File: src/rtl/load_store_unit.sv
// RV32I load/store unit: word-wide memory, byte/half extraction, read-modify-write sub-word stores.
// Optional MISALIGN_TRAP_EN: misaligned half/word accesses trap instead of being force-aligned.
module load_store_unit #(
    parameter int unsigned XLEN       = 32,
    parameter int unsigned ADDR_WIDTH = 10
) (
    input  logic                  clk,
    input  logic                  reset,
    input  logic                  req_valid,
    output logic                  req_ready,
    input  logic                  req_write,
    input  logic [2:0]            req_funct3,
    input  logic [XLEN-1:0]       req_addr,
    input  logic [XLEN-1:0]       req_wdata,
    output logic                  resp_valid,
    input  logic                  resp_ready,
    output logic [XLEN-1:0]       resp_rdata,
    output logic                  resp_error,
    output logic [ADDR_WIDTH-1:0] mem_address,
    output logic                  mem_write_en,
    output logic [XLEN-1:0]       mem_data_in,
    input  logic [XLEN-1:0]       mem_data_out
);

    typedef enum logic [1:0] {StIdle, StAccess, StMergeWr, StResp} state_t;

    state_t                state_q;
    logic                  write_q;
    logic [2:0]            funct3_q;
    logic [ADDR_WIDTH+1:0] addr_q;
    logic [XLEN-1:0]       wdata_q;
    logic [XLEN-1:0]       merged_q;
    logic [XLEN-1:0]       rdata_q;
    logic                  error_q;

    logic                  req_bad;
    logic [1:0]            lane_off;
    logic [7:0]            lane_byte;
    logic [15:0]           lane_half;
    logic [XLEN-1:0]       load_data;
    logic [XLEN-1:0]       merged_word;
    logic                  unused_addr;

    // Upper address bits do not reach the word index.
    assign unused_addr = ^req_addr[XLEN-1:ADDR_WIDTH+2];

    always_comb begin
        req_bad = (req_funct3 == 3'b011) || (req_funct3 == 3'b110) ||
                  (req_funct3 == 3'b111) || (req_write && req_funct3[2]);
`ifdef MISALIGN_TRAP_EN
        if ((req_funct3[1:0] == 2'b01) && req_addr[0]) begin
            req_bad = 1'b1;
        end
        if ((req_funct3[1:0] == 2'b10) && (req_addr[1:0] != 2'b00)) begin
            req_bad = 1'b1;
        end
`endif
    end

    // Lane offset after forcing alignment; with traps enabled it is already aligned.
    always_comb begin
        lane_off = addr_q[1:0];
        if (funct3_q[1:0] == 2'b01) begin
            lane_off[0] = 1'b0;
        end else if (funct3_q[1:0] == 2'b10) begin
            lane_off = 2'b00;
        end
    end

    assign lane_byte = mem_data_out[{lane_off, 3'b000} +: 8];
    assign lane_half = mem_data_out[{lane_off[1], 4'b0000} +: 16];

    always_comb begin
        load_data = '0;
        case (funct3_q)
            3'b000:  load_data = {{(XLEN-8){lane_byte[7]}}, lane_byte};
            3'b100:  load_data = {{(XLEN-8){1'b0}}, lane_byte};
            3'b001:  load_data = {{(XLEN-16){lane_half[15]}}, lane_half};
            3'b101:  load_data = {{(XLEN-16){1'b0}}, lane_half};
            3'b010:  load_data = mem_data_out;
            default: load_data = '0;
        endcase
    end

    always_comb begin
        merged_word = mem_data_out;
        if (funct3_q[1:0] == 2'b00) begin
            merged_word[{lane_off, 3'b000} +: 8] = wdata_q[7:0];
        end else begin
            merged_word[{lane_off[1], 4'b0000} +: 16] = wdata_q[15:0];
        end
    end

    always_ff @(posedge clk or negedge reset) begin
        if (!reset) begin
            state_q  <= StIdle;
            write_q  <= 1'b0;
            funct3_q <= 3'b000;
            addr_q   <= '0;
            wdata_q  <= '0;
            merged_q <= '0;
            rdata_q  <= '0;
            error_q  <= 1'b0;
        end else begin
            unique case (state_q)
                StIdle: begin
                    if (req_valid) begin
                        write_q  <= req_write;
                        funct3_q <= req_funct3;
                        addr_q   <= req_addr[ADDR_WIDTH+1:0];
                        wdata_q  <= req_wdata;
                        rdata_q  <= '0;
                        error_q  <= req_bad;
                        state_q  <= req_bad ? StResp : StAccess;
                    end
                end
                StAccess: begin
                    if (!write_q) begin
                        rdata_q <= load_data;
                        state_q <= StResp;
                    end else if (funct3_q[1:0] == 2'b10) begin
                        state_q <= StResp;
                    end else begin
                        merged_q <= merged_word;
                        state_q  <= StMergeWr;
                    end
                end
                StMergeWr: begin
                    state_q <= StResp;
                end
                StResp: begin
                    if (resp_ready) begin
                        state_q <= StIdle;
                    end
                end
                default: begin
                    state_q <= StIdle;
                end
            endcase
        end
    end

    assign req_ready   = (state_q == StIdle);
    assign resp_valid  = (state_q == StResp);
    assign resp_rdata  = rdata_q;
    assign resp_error  = error_q;
    assign mem_address = addr_q[ADDR_WIDTH+1:2];

    // Write strobe decoded from state so reset removes it without waiting for a clock.
    always_comb begin
        mem_write_en = 1'b0;
        mem_data_in  = '0;
        if ((state_q == StAccess) && write_q && (funct3_q[1:0] == 2'b10)) begin
            mem_write_en = 1'b1;
            mem_data_in  = wdata_q;
        end else if (state_q == StMergeWr) begin
            mem_write_en = 1'b1;
            mem_data_in  = merged_q;
        end
    end

endmodule

File: config.mk
export PLATFORM = sky130hd
export DESIGN_NAME = load_store_unit
export DESIGN_NICKNAME = d
export VERILOG_FILES = /design/src/rtl/load_store_unit.sv
export SDC_FILE = /design/constraint.sdc
export NUM_CORES = 1
export LEC_CHECK = 0
export CAP_MARGIN = 20
export CORE_MARGIN = 3
export CORE_UTILIZATION = 44
export CTS_CLUSTER_SIZE = 24
export DETAILED_ROUTE_END_ITERATION = 7
export GPL_TIMING_DRIVEN = 1
export PLACE_DENSITY = 0.78
export SLEW_MARGIN = 20
export SYNTH_ARGS = -nofsm -noshare
export SYNTH_HDL_FRONTEND = slang
export SYNTH_SLANG_ARGS = --single-unit
File: constraint.sdc
create_clock -name clk -period 2.7 [get_ports clk]
set_input_delay 0.405 -clock clk [delete_from_list [all_inputs] [get_ports clk]]
set_output_delay 0.405 -clock clk [all_outputs]
set_load 0.01 [all_outputs]
==> impl_metrics.toml <==
[run_status]
outcome = "finished clean"

[pwr]
pwr-share-comb_pct = 49.8
p_seq_share_pct = 30.0
p_leak_nw = 3.88
p_clk_share_pct = 20.2
power.switching_mw = 4.35
p_int_mw = 6.58
p_per_area_nw_per_um2 = 1250
sw_frac_of_total_pct = 39.8
totalPowerFinal_mw = 10.9
max-vdd-ir-drop_mv = 0.733

[clock_tree]
clk_path_buf_depth = 2
numCtsBuffers = 17
clk_latency_ns = 0.42
clk_pin_slew_ns = 0.05
cts_htree_levels = 4
cts.sinks = 115
cts_hold_buf = 0
clockRootBuffer = "clkbuf_16"
cts_tree = "built"

[cells_and_area]
final_nets = 903
area_growth_pct = 38.4
multi_input_area_sq_um = 3140
register_area_sq_um = 2880
fin_area_sq_um = 8740
layout-drive-gt1-share_pct = 16.4
antenna_cells = 0
nFillCells = 1137

[grt]
grt_max_degree = 53
grt_use_total_pct = 25.7
grt_pass1_vias = 5650
grt_pass1_wl_um = 32200
grt_overflow_total = 0
antenna_found_initial = 0

[synthesis]
ys.flop_type = "dfrtp_1"
synth_edf_count = 0
synth_nets = 750
ys_async_sr_fraction_pct = 100
syn_inst = 639
ys_ff_latch = 115
netlist_area_sq_um = 6310
yosysUniqueCellTypes = 57
ys_seq_area_share_pct = 45.6
avgSynthCellArea_sq_um = 9.88
yosysWarnings = 0

[timing]
worst_slew_pin_slew_ns = 0.979
period_share_pct = 97.2
max_freq_mhz = 381
setup_viol = 0
timing.final.hold_violations = 0
relSlewSlack_pct = 34.6
finalCriticalPeriod_ns = 2.63
clock_skew_ns = 0.00647
drv_slew = 0

[floorplanning]
dieWidth_um = 126
rows = 43
die-area_sq_um = 15800
coreArea_sq_um = 13900
start_util_pct = 45.3
num_io_pins = 182
die_h_um = 126

[critical_path]
critPathMaxFanout = 23
worst_ep_required_time_ns = 2.30
crit_type = "reg -> out"
max_stage_delay_ns = 0.53
crit_chain = "inv_2 -> ha_2 -> nand2_1 -> nor2_4 -> buf_12 -> or2_2 -> clkdlybuf4s50_1"
start_kind = "flip-flop"
crit_path_top_delay_cell = "clkdlybuf4s50_1"
worstSetupEndpointType = "primary output"
arrival_ns = 2.22

[drt]
vias_per_cell = 5.83
routed_wl_um = 20200
drtIter0Drc = 453
avgRoutedWirePerCell_um = 20.6
dr.pass1.iters = 5
vias = 5742
drc_errors = 0
ant_nets = 0

[placement]
globalplace.congestion = 0.915
portBuffers = 161
place_area_sq_um = 8160
dpl.hpwl_um = 15200

[job]
drv_cap = 0

[worst_hold_path]
hp-class = "in -> async"
-- registers in the layout, indices dropped and copies added, names as in the netlist --
name        cells
addr_q         12
funct3_q        3
merged_q       32
resp_error      1
resp_rdata     32
state_q         2
wdata_q        32
write_q         1
-- power groups by stage --
stage	clock network, mW	logic [mW]	registers (mW)
floorplan	0	3.42	3.10
global placement	0	5.42	3.24
detailed placement	0	5.52	3.28
CTS	2.23	5.42	3.26
global route	2.32	5.93	3.38
finish	2.21	5.44	3.28
-- cell type report --
| type | instances | area share (%) |
|---|---|---|
| Sequential cell | 115 | 32.9 |
| Tap cell | 180 | 2.58 |
| Clock inverter | 10 | 1.22 |
| Inverter | 8 | 0.344 |
| Multi-Input combinational cell | 456 | 35.9 |
| Timing Repair Buffer | 194 | 21.6 |
| Clock buffer | 22 | 5.43 |
-- routing by layer --
layer / routed length (um) / track usage (%) / vias up
li1: - / - / 2651
met3: 1150 / 4.41 / 25
met2: 9740 / 41.2 / 242
met4: 401 / 8.20 / 0
met1: 8950 / 36.0 / 2824
met5: 0 / 0 / -
-- Yosys cell counts (5+ instances only) --
cell type / number / share of area (%)
nand2_1: 123 / 7.3
dfrtp_1: 115 / 46
mux2_2: 53 / 9.5
o21ai_1: 38 / 3.0
a22o_1: 31 / 4.3
clkbuf_1: 28 / 1.7
nor2_1: 23 / 1.4
mux2i_1: 21 / 3.3
a221oi_1: 11 / 1.5
buf_1: 11 / 0.65
nand4_1: 11 / 1.1
and3_1: 10 / 0.99
buf_4: 10 / 1.2
buf_2: 9 / 0.71
nor2b_1: 9 / 0.89
a21o_1: 8 / 0.95
a221o_1: 8 / 1.3
a31oi_1: 8 / 0.79
a21boi_0: 7 / 0.83
a22oi_1: 7 / 0.83
ha_1: 7 / 1.4
o221ai_1: 7 / 0.97
o32ai_1: 7 / 0.97
a311oi_1: 6 / 0.83
nand2b_1: 6 / 0.59
o21ai_0: 6 / 0.48
nand3_1: 5 / 0.40
nor3b_1: 5 / 0.59
-- path summary, 6_finish.rpt --
| path | depth (start not counted) | to | start | slack (ns) |
|---|---|---|---|---|
| worst max-delay path | 7 | mem_write_en | state_q[1]$_DFFE_PN0P_ | 0.07 |
| worst min-delay path | 1 | resp_rdata[14]$_DFFE_PN0P_ | reset | 0.04 |
| worst max register to register | 7 | resp_rdata[14]$_DFFE_PN0P_ | state_q[1]$_DFFE_PN0P_ | 0.31 |
| worst min register to register | 2 | resp_error$_DFFE_PN0P_ | resp_error$_DFFE_PN0P_ | 0.49 |
| max in group asynchronous | 2 | merged_q[4]$_DFFE_PN0P_ | reset | 2.02 |
| min in group clk | 2 | resp_error$_DFFE_PN0P_ | resp_error$_DFFE_PN0P_ | 0.49 |
-- critical path, delay by kind of cell, from the launching register on --
kind                       cells  cell delay (ns)
and+or+nand+nor                3             0.39
DFF                            1             0.42
adders and majority gates      1             0.19
buffers and inverters          3             0.80
-- through the flow --
stage / instances / utilization [%] / TNS, ns / hold WS [ns] / worst slack (ns)
finish: 985 / 62.7 / 0 / 0.0404 / 0.0745
detailed placement: 952 / 58.6 / 0 / 0.479 / 0.257
global placement: 952 / 58.6 / 0 / 0.474 / 0.316
CTS: 984 / 62.6 / -0.0248 / 0.0593 / -0.0248
floorplan: 639 / - / 0 / 0.109 / 0.144
global route: 985 / 62.7 / -0.0423 / 0.0928 / -0.0152
-- cell families after synthesis --
family | share of synthesized area (%)
compound gates | 19.8
fa+ha+maj | 1.55
buf+inv | 5.05
flops | 45.6
mux | 13.7
simple gates | 14.3
-- repair_timing --
item | 4_1_cts | 5_1_grt
endpoints found under the setup margin | 33 | 3
pin swaps | 0 | 1
hold endpoints to repair | 0 | 0
setup buffers | 0 | 1
gates resized for setup | 34 | 6
-- layout by cell type (no fill, tap or decap), types with 5 or more instances in the layout --
cell and n:
clkdlybuf4s50_1 128, nand2_1 121, dfrtp_1 115, mux2_2 53
o21ai_1 38, a22o_1 31, dlygate4sd2_1 30, buf_4 29
nor2_1 22, mux2i_1 21, clkbuf_16 17, a221oi_1 11
nand4_1 11, and3_1 10, nor2b_1 9, a21o_1 8
a31oi_1 8, a221o_1 8, a22oi_1 7, o221ai_1 7
a21boi_0 7, o32ai_1 7, a311oi_1 6, o21ai_0 6
ha_1 6, clkinv_2 6, nand2b_1 5, nand3_1 5
buf_12 5
(Power assumes the default switching activity.)
